**config.mk**
```make
export PLATFORM = sky130hd
export DESIGN_NAME = alu_cmd_parser
export DESIGN_NICKNAME = d
export VERILOG_FILES = /design/src/rtl/alu_pkg.sv /design/src/rtl/alu_cmd_parser_le_word_assembler.sv /design/src/rtl/alu_cmd_parser.sv
export SDC_FILE = /design/constraint.sdc
export NUM_CORES = 1
export LEC_CHECK = 0
export ABC_CLOCK_PERIOD_IN_PS = 2420
export CAP_MARGIN = 25
export CORE_MARGIN = 2
export CORE_UTILIZATION = 48
export CTS_CLUSTER_DIAMETER = 100
export DETAILED_ROUTE_END_ITERATION = 12
export MAX_ROUTING_LAYER = met4
export PLACE_DENSITY = 0.79
export SYNTH_ARGS = -nofsm -noshare
export SYNTH_HDL_FRONTEND = slang
export SYNTH_SLANG_ARGS = --single-unit
```
**constraint.sdc**
```tcl
create_clock -name clk_i -period 2.42 [get_ports clk_i]
set_input_delay 0.484 -clock clk_i [delete_from_list [all_inputs] [get_ports clk_i]]
set_output_delay 0.484 -clock clk_i [all_outputs]
set_load 0.02 [all_outputs]
```
**src/rtl/alu_pkg.sv**
```systemverilog
// Shared ALU command definitions: opcode encoding, frame geometry and opcode check.
package alu_pkg;

  typedef enum logic [7:0] {
    OP_ECHO = 8'hEC,
    OP_ADD  = 8'hA0,
    OP_MUL  = 8'hA1,
    OP_DIV  = 8'hA2
  } alu_op_e;

  localparam int FRAME_BYTES   = 9;
  localparam int OPERAND_BYTES = 4;

  function automatic logic is_valid_op(input logic [7:0] op);
    logic ok;
    ok = 1'b0;
    case (op)
      OP_ECHO, OP_ADD, OP_MUL, OP_DIV: ok = 1'b1;
      default:                          ok = 1'b0;
    endcase
    return ok;
  endfunction

endpackage

```
**src/rtl/alu_cmd_parser_le_word_assembler.sv**
```systemverilog
// Little-endian 32-bit word builder: byte idx lands in word[8*idx+7:8*idx]; clr zeroes the word.
module le_word_assembler (
  input  logic        clk,
  input  logic        rst,
  input  logic        clr,
  input  logic        load,
  input  logic [1:0]  idx,
  input  logic [7:0]  data,
  output logic [31:0] word
);

  always_ff @(posedge clk) begin
    if (rst || clr) begin
      word <= '0;
    end else if (load) begin
      word[{idx, 3'b000} +: 8] <= data;
    end
  end

endmodule

```
**src/rtl/alu_cmd_parser.sv**
```systemverilog
// Assembles 9-byte ALU command frames (opcode, A LSB-first, B LSB-first) from the UART byte stream.
// Build option: define PKT_TIMEOUT_EN to abort a frame after TIMEOUT_CYCLES idle clocks mid-frame.
module alu_cmd_parser
  import alu_pkg::*;
#(
  parameter int TIMEOUT_CYCLES = 100000
) (
  input  logic        clk_i,
  input  logic        rst_i,
  input  logic [7:0]  rx_data_i,
  input  logic        rx_valid_i,
  output logic        rx_ready_o,
  output logic [7:0]  cmd_opcode_o,
  output logic [31:0] cmd_a_o,
  output logic [31:0] cmd_b_o,
  output logic        cmd_valid_o,
  input  logic        cmd_ready_i,
  output logic        err_o,
  output logic [1:0]  dbg_state_o
);

  // Handshakes: a transfer happens on a rising edge where valid && ready are both high;
  // valid may not drop before that edge and ready never depends on the partner's valid.
  typedef enum logic [1:0] {
    S_IDLE = 2'd0,
    S_OPA  = 2'd1,
    S_OPB  = 2'd2,
    S_HOLD = 2'd3
  } state_e;

  state_e      state, state_n;
  logic [1:0]  byte_cnt, byte_cnt_n;
  logic [7:0]  opcode_q;
  logic        err_q, err_n;
  logic        op_load, words_clr, a_load, b_load;
  logic        accept;

  assign rx_ready_o   = (state != S_HOLD);
  assign cmd_valid_o  = (state == S_HOLD);
  assign cmd_opcode_o = opcode_q;
  assign err_o        = err_q;
  assign dbg_state_o  = state;
  assign accept       = rx_valid_i && rx_ready_o;

`ifdef PKT_TIMEOUT_EN
  localparam int TW = $clog2(TIMEOUT_CYCLES + 1);
  localparam logic [TW-1:0] TMO_LAST = TW'(TIMEOUT_CYCLES - 1);
  logic [TW-1:0] tmo_q, tmo_n;

  always_ff @(posedge clk_i) begin
    if (rst_i) tmo_q <= '0;
    else       tmo_q <= tmo_n;
  end
`else
  localparam int tmo_unused = TIMEOUT_CYCLES;
`endif

  always_ff @(posedge clk_i) begin
    if (rst_i) begin
      state    <= S_IDLE;
      byte_cnt <= 2'd0;
      opcode_q <= 8'h00;
      err_q    <= 1'b0;
    end else begin
      state    <= state_n;
      byte_cnt <= byte_cnt_n;
      err_q    <= err_n;
      if (op_load) opcode_q <= rx_data_i;
    end
  end

  always_comb begin
    state_n    = state;
    byte_cnt_n = byte_cnt;
    err_n      = 1'b0;
    op_load    = 1'b0;
    words_clr  = 1'b0;
    a_load     = 1'b0;
    b_load     = 1'b0;
    unique case (state)
      S_IDLE: begin
        if (accept) begin
          if (is_valid_op(rx_data_i)) begin
            op_load    = 1'b1;
            words_clr  = 1'b1;
            byte_cnt_n = 2'd0;
            state_n    = S_OPA;
          end else begin
            err_n = 1'b1;
          end
        end
      end
      S_OPA: begin
        if (accept) begin
          a_load     = 1'b1;
          byte_cnt_n = byte_cnt + 2'd1;
          if (byte_cnt == 2'd3) state_n = S_OPB;
        end
      end
      S_OPB: begin
        if (accept) begin
          b_load     = 1'b1;
          byte_cnt_n = byte_cnt + 2'd1;
          if (byte_cnt == 2'd3) state_n = S_HOLD;
        end
      end
      S_HOLD: begin
        if (cmd_ready_i) state_n = S_IDLE;
      end
      default: state_n = S_IDLE;
    endcase

`ifdef PKT_TIMEOUT_EN
    // The counter only runs while a frame is partially received; an accept always wins.
    tmo_n = '0;
    if ((state == S_OPA || state == S_OPB) && !accept) begin
      if (tmo_q == TMO_LAST) begin
        state_n    = S_IDLE;
        byte_cnt_n = 2'd0;
        err_n      = 1'b1;
      end else begin
        tmo_n = tmo_q + 1'b1;
      end
    end
`endif
  end

  le_word_assembler u_word_a (
    .clk  (clk_i),
    .rst  (rst_i),
    .clr  (words_clr),
    .load (a_load),
    .idx  (byte_cnt),
    .data (rx_data_i),
    .word (cmd_a_o)
  );

  le_word_assembler u_word_b (
    .clk  (clk_i),
    .rst  (rst_i),
    .clr  (words_clr),
    .load (b_load),
    .idx  (byte_cnt),
    .data (rx_data_i),
    .word (cmd_b_o)
  );

endmodule
```
==> results.py <==
metrics = {
    "outcome": {
        "status": "finished, final reports clean",
    },
    "synth": {
        "synth.area.top_cells": "dfxtp_1, a21oi_2, nand3_1, nand2_1, ha_1",
        "async_reset_ff_share_pct": 0,
        "synth-edff-count": 0,
        "synth_xor_area_share_pct": 0,
        "avgSynthCellArea_um2": 8.71,
        "ys_types": 35,
        "synth.ff_latch_count": 77,
        "ys_warn_count": 0,
        "synth_top_area_share_pct": 45.5,
        "synth-main-ff-cell": "dfxtp_1",
        "syn_area_um2": 3390,
        "yosys.area.top_type": "dfxtp_1",
        "synthAdderAreaFrac_pct": 3.69,
        "synthesis.nets": 411,
        "syn_inst": 389,
        "synthSimpleGateAreaFrac_pct": 24.6,
        "yosysSeqAreaShare_pct": 45.5,
        "synth-compound-area-share_pct": 19.5,
        "synth_top_family_by_area": "simple AND/OR/NAND/NOR gates",
        "muxShareOfSynthArea_pct": 0.886,
    },
    "timing": {
        "fin_setup_tns_ns": 0,
        "drv_slew": 0,
        "maxSlewHeadroom_pct": 75.6,
        "rsz0062_at_grt": "false",
        "min_period_ns": 2.15,
        "skew_ns": 0.0140,
        "hold_ws_ns": 0.435,
        "setup_viol": 0,
        "layout_setup_ws_ns": 0.271,
        "fmax_mhz": 465,
        "worst_pin_slew_ns": 0.365,
        "period_share_pct": 88.8,
        "hold_violations": 0,
    },
    "clock_network": {
        "cts.reportedPaths.clkPinSlew_ns": 0.08,
        "clock-root-buffer": "clkbuf_8",
        "htree_levels": 3,
        "cts_sinks": 77,
        "cts_tree": "yes",
        "ctsHoldBuffers": 0,
        "cts.path.max_buffers": 2,
        "clk_latency_ns": 0.37,
        "post_cts.repair.setup_buffers": 0,
        "cts-resized-gates": 0,
        "cts_buffers": 9,
    },
    "finish": {
        "antennaDiodeCount": 0,
        "drive_above_1_share_pct": 19.2,
        "nFillCells": 564,
        "final_nets": 501,
        "postLayoutCoreUtil_pct": 68.6,
        "stdcell_area_um2": 4660,
        "fin_cells": 580,
        "layout-area-overhead-vs-synth_pct": 37.5,
    },
    "job": {
        "drv_cap": 0,
    },
    "detailed_routing": {
        "antenna_left": 0,
        "viasPerCell": 5.48,
        "routed_wl_mm": 9.27,
        "drc": 0,
        "dr.pass1.iters": 5,
        "routedWlPerCell_um": 16.0,
        "vias": 3177,
        "first_iter_violations": 269,
    },
    "setup_path": {
        "cp-end-kind": "output port",
        "crit_type": "flop to output port",
        "r2r_start": "byte_cnt[0]",
        "crit_arrival_ns": 1.66,
        "start_kind": "flop",
        "cp.required_ns": 1.94,
        "cp-startpoint": "dbg_state_o[0]",
        "crit_fanout": 4,
    },
    "global_route": {
        "gr-usage-met1_pct": 33.4,
        "grt_antenna_before_repair": 0,
        "grt_use_met3_pct": 4.90,
        "grt_pass1_vias": 3010,
        "use_met2_pct": 39.7,
        "grt_start_max_net_pins": 36,
        "grt_pass1_wl_mm": 14.6,
        "grt-ovfl-total": 0,
        "grt_usage_pct": 25.5,
        "grt_busiest_layer": "met2",
    },
    "pwr": {
        "pwr_density_cell_nw_per_um2": 642,
        "leakage_nw": 1.54,
        "ir_worst_vdd_uv": 412,
        "finalPower_mw": 2.99,
    },
    "min_path": {
        "hp-class": "flop to flop",
        "hp-start": "cmd_opcode_o[4]",
    },
    "floorplan": {
        "die_h_um": 88.0,
        "dieArea_um2": 7750,
        "rows": 30,
        "ios": 89,
        "die_x_um": 88.0,
        "initial_utilization_pct": 49.9,
        "coreArea_um2": 6790,
    },
    "place": {
        "placedCellCount": 564,
        "place_congestion": 0.875,
        "dpl.hpwl_mm": 6.45,
        "numPortBuffers": 88,
        "dp_slack_ns": 0.179,
        "post_dp_cell_area_um2": 4410,
    },
}
## layout by cell type, fill, tap and decap left out, types with 2 or more instances in the layout
cell type | Yosys | routed
ha_1 | 10 | 10
buf_4 | 1 | 21
bufinv_16 | 0 | 3
nand4_1 | 3 | 3
nand2b_1 | 5 | 5
nor2_1 | 6 | 6
inv_1 | 5 | 5
and3b_1 | 3 | 3
nand3b_1 | 2 | 2
o21ai_0 | 5 | 5
nand2_1 | 67 | 67
nand3_1 | 71 | 71
a21oi_1 | 22 | 22
and3_1 | 9 | 9
clkdlybuf4s50_1 | 0 | 88
a211oi_1 | 2 | 2
buf_12 | 0 | 2
nor2b_1 | 4 | 4
mux2i_1 | 3 | 3
a21oi_2 | 50 | 50
dfxtp_1 | 77 | 77
clkbuf_8 | 0 | 10
## registers in the layout, indices dropped and copies added (netlist names)
name,flops
byte_cnt,2
u_word_a.word,32
dbg_state_o,2
err_o,1
cmd_opcode_o,8
u_word_b.word,32
## synth_stat cells (2+ instances only)
master / number
a211oi_1: 2
a21oi_1: 22
a21oi_2: 50
and3_1: 9
and3b_1: 3
buf_1: 7
buf_2: 7
buf_6: 6
clkbuf_1: 11
dfxtp_1: 77
ha_1: 10
inv_1: 5
mux2i_1: 3
nand2_1: 67
nand2b_1: 5
nand3_1: 71
nand3b_1: 2
nand4_1: 3
nor2_1: 6
nor2b_1: 4
o21ai_0: 5
## power by group
| part | total [mW] | switching [mW] | internal (mW) |
|---|---|---|---|
| Sequential | 1.32 | 0.0255 | 1.30 |
| Combinational | 0.462 | 0.270 | 0.192 |
| Clock | 1.20 | 0.486 | 0.717 |
| Total | 2.99 | 0.781 | 2.21 |
## final timing paths
kind                       end  slack [ns]  cells past startpoint
max                 rx_ready_o        0.27                      3
min            cmd_opcode_o[4]        0.43                      2
max reg2reg  u_word_a.word[12]        0.35                      7
min reg2reg    cmd_opcode_o[4]        0.43                      2
## metal layers
metal  up-vias  wire length, um  share of wire [%]
met2       118             4340                 47
met4         0              155                1.7
met3        16              567                6.1
met5         -                0                  0
li1       1519                -                  -
met1      1524             4210                 45
## final cells by class
cell class              count  area, um2  area share [%]
repair buffers            111       1080            23.2
multi-input cells         274       1650            35.4
flip-flops and latches     77       1540            33.1
clock inverters             5        106            2.28
well taps                  96        120            2.58
clock buffers              11        141            3.04
inverters                   6       22.5           0.483
## cells by family after synthesis
group                    after synthesis
flip-flops                            77
AND/OR/NAND/NOR                      174
buffers and inverters                 38
adder cells (fa/ha/maj)               10
AO/OA/AOI/OAI                         87
multiplexers                           3
## critical path, stage by stage (launching register included)
cell	delay [ns]
dfxtp_1	0.36
ha_1	0.25
inv_1	0.09
clkdlybuf4s50_1	0.61
(Power assumes the default switching activity.)
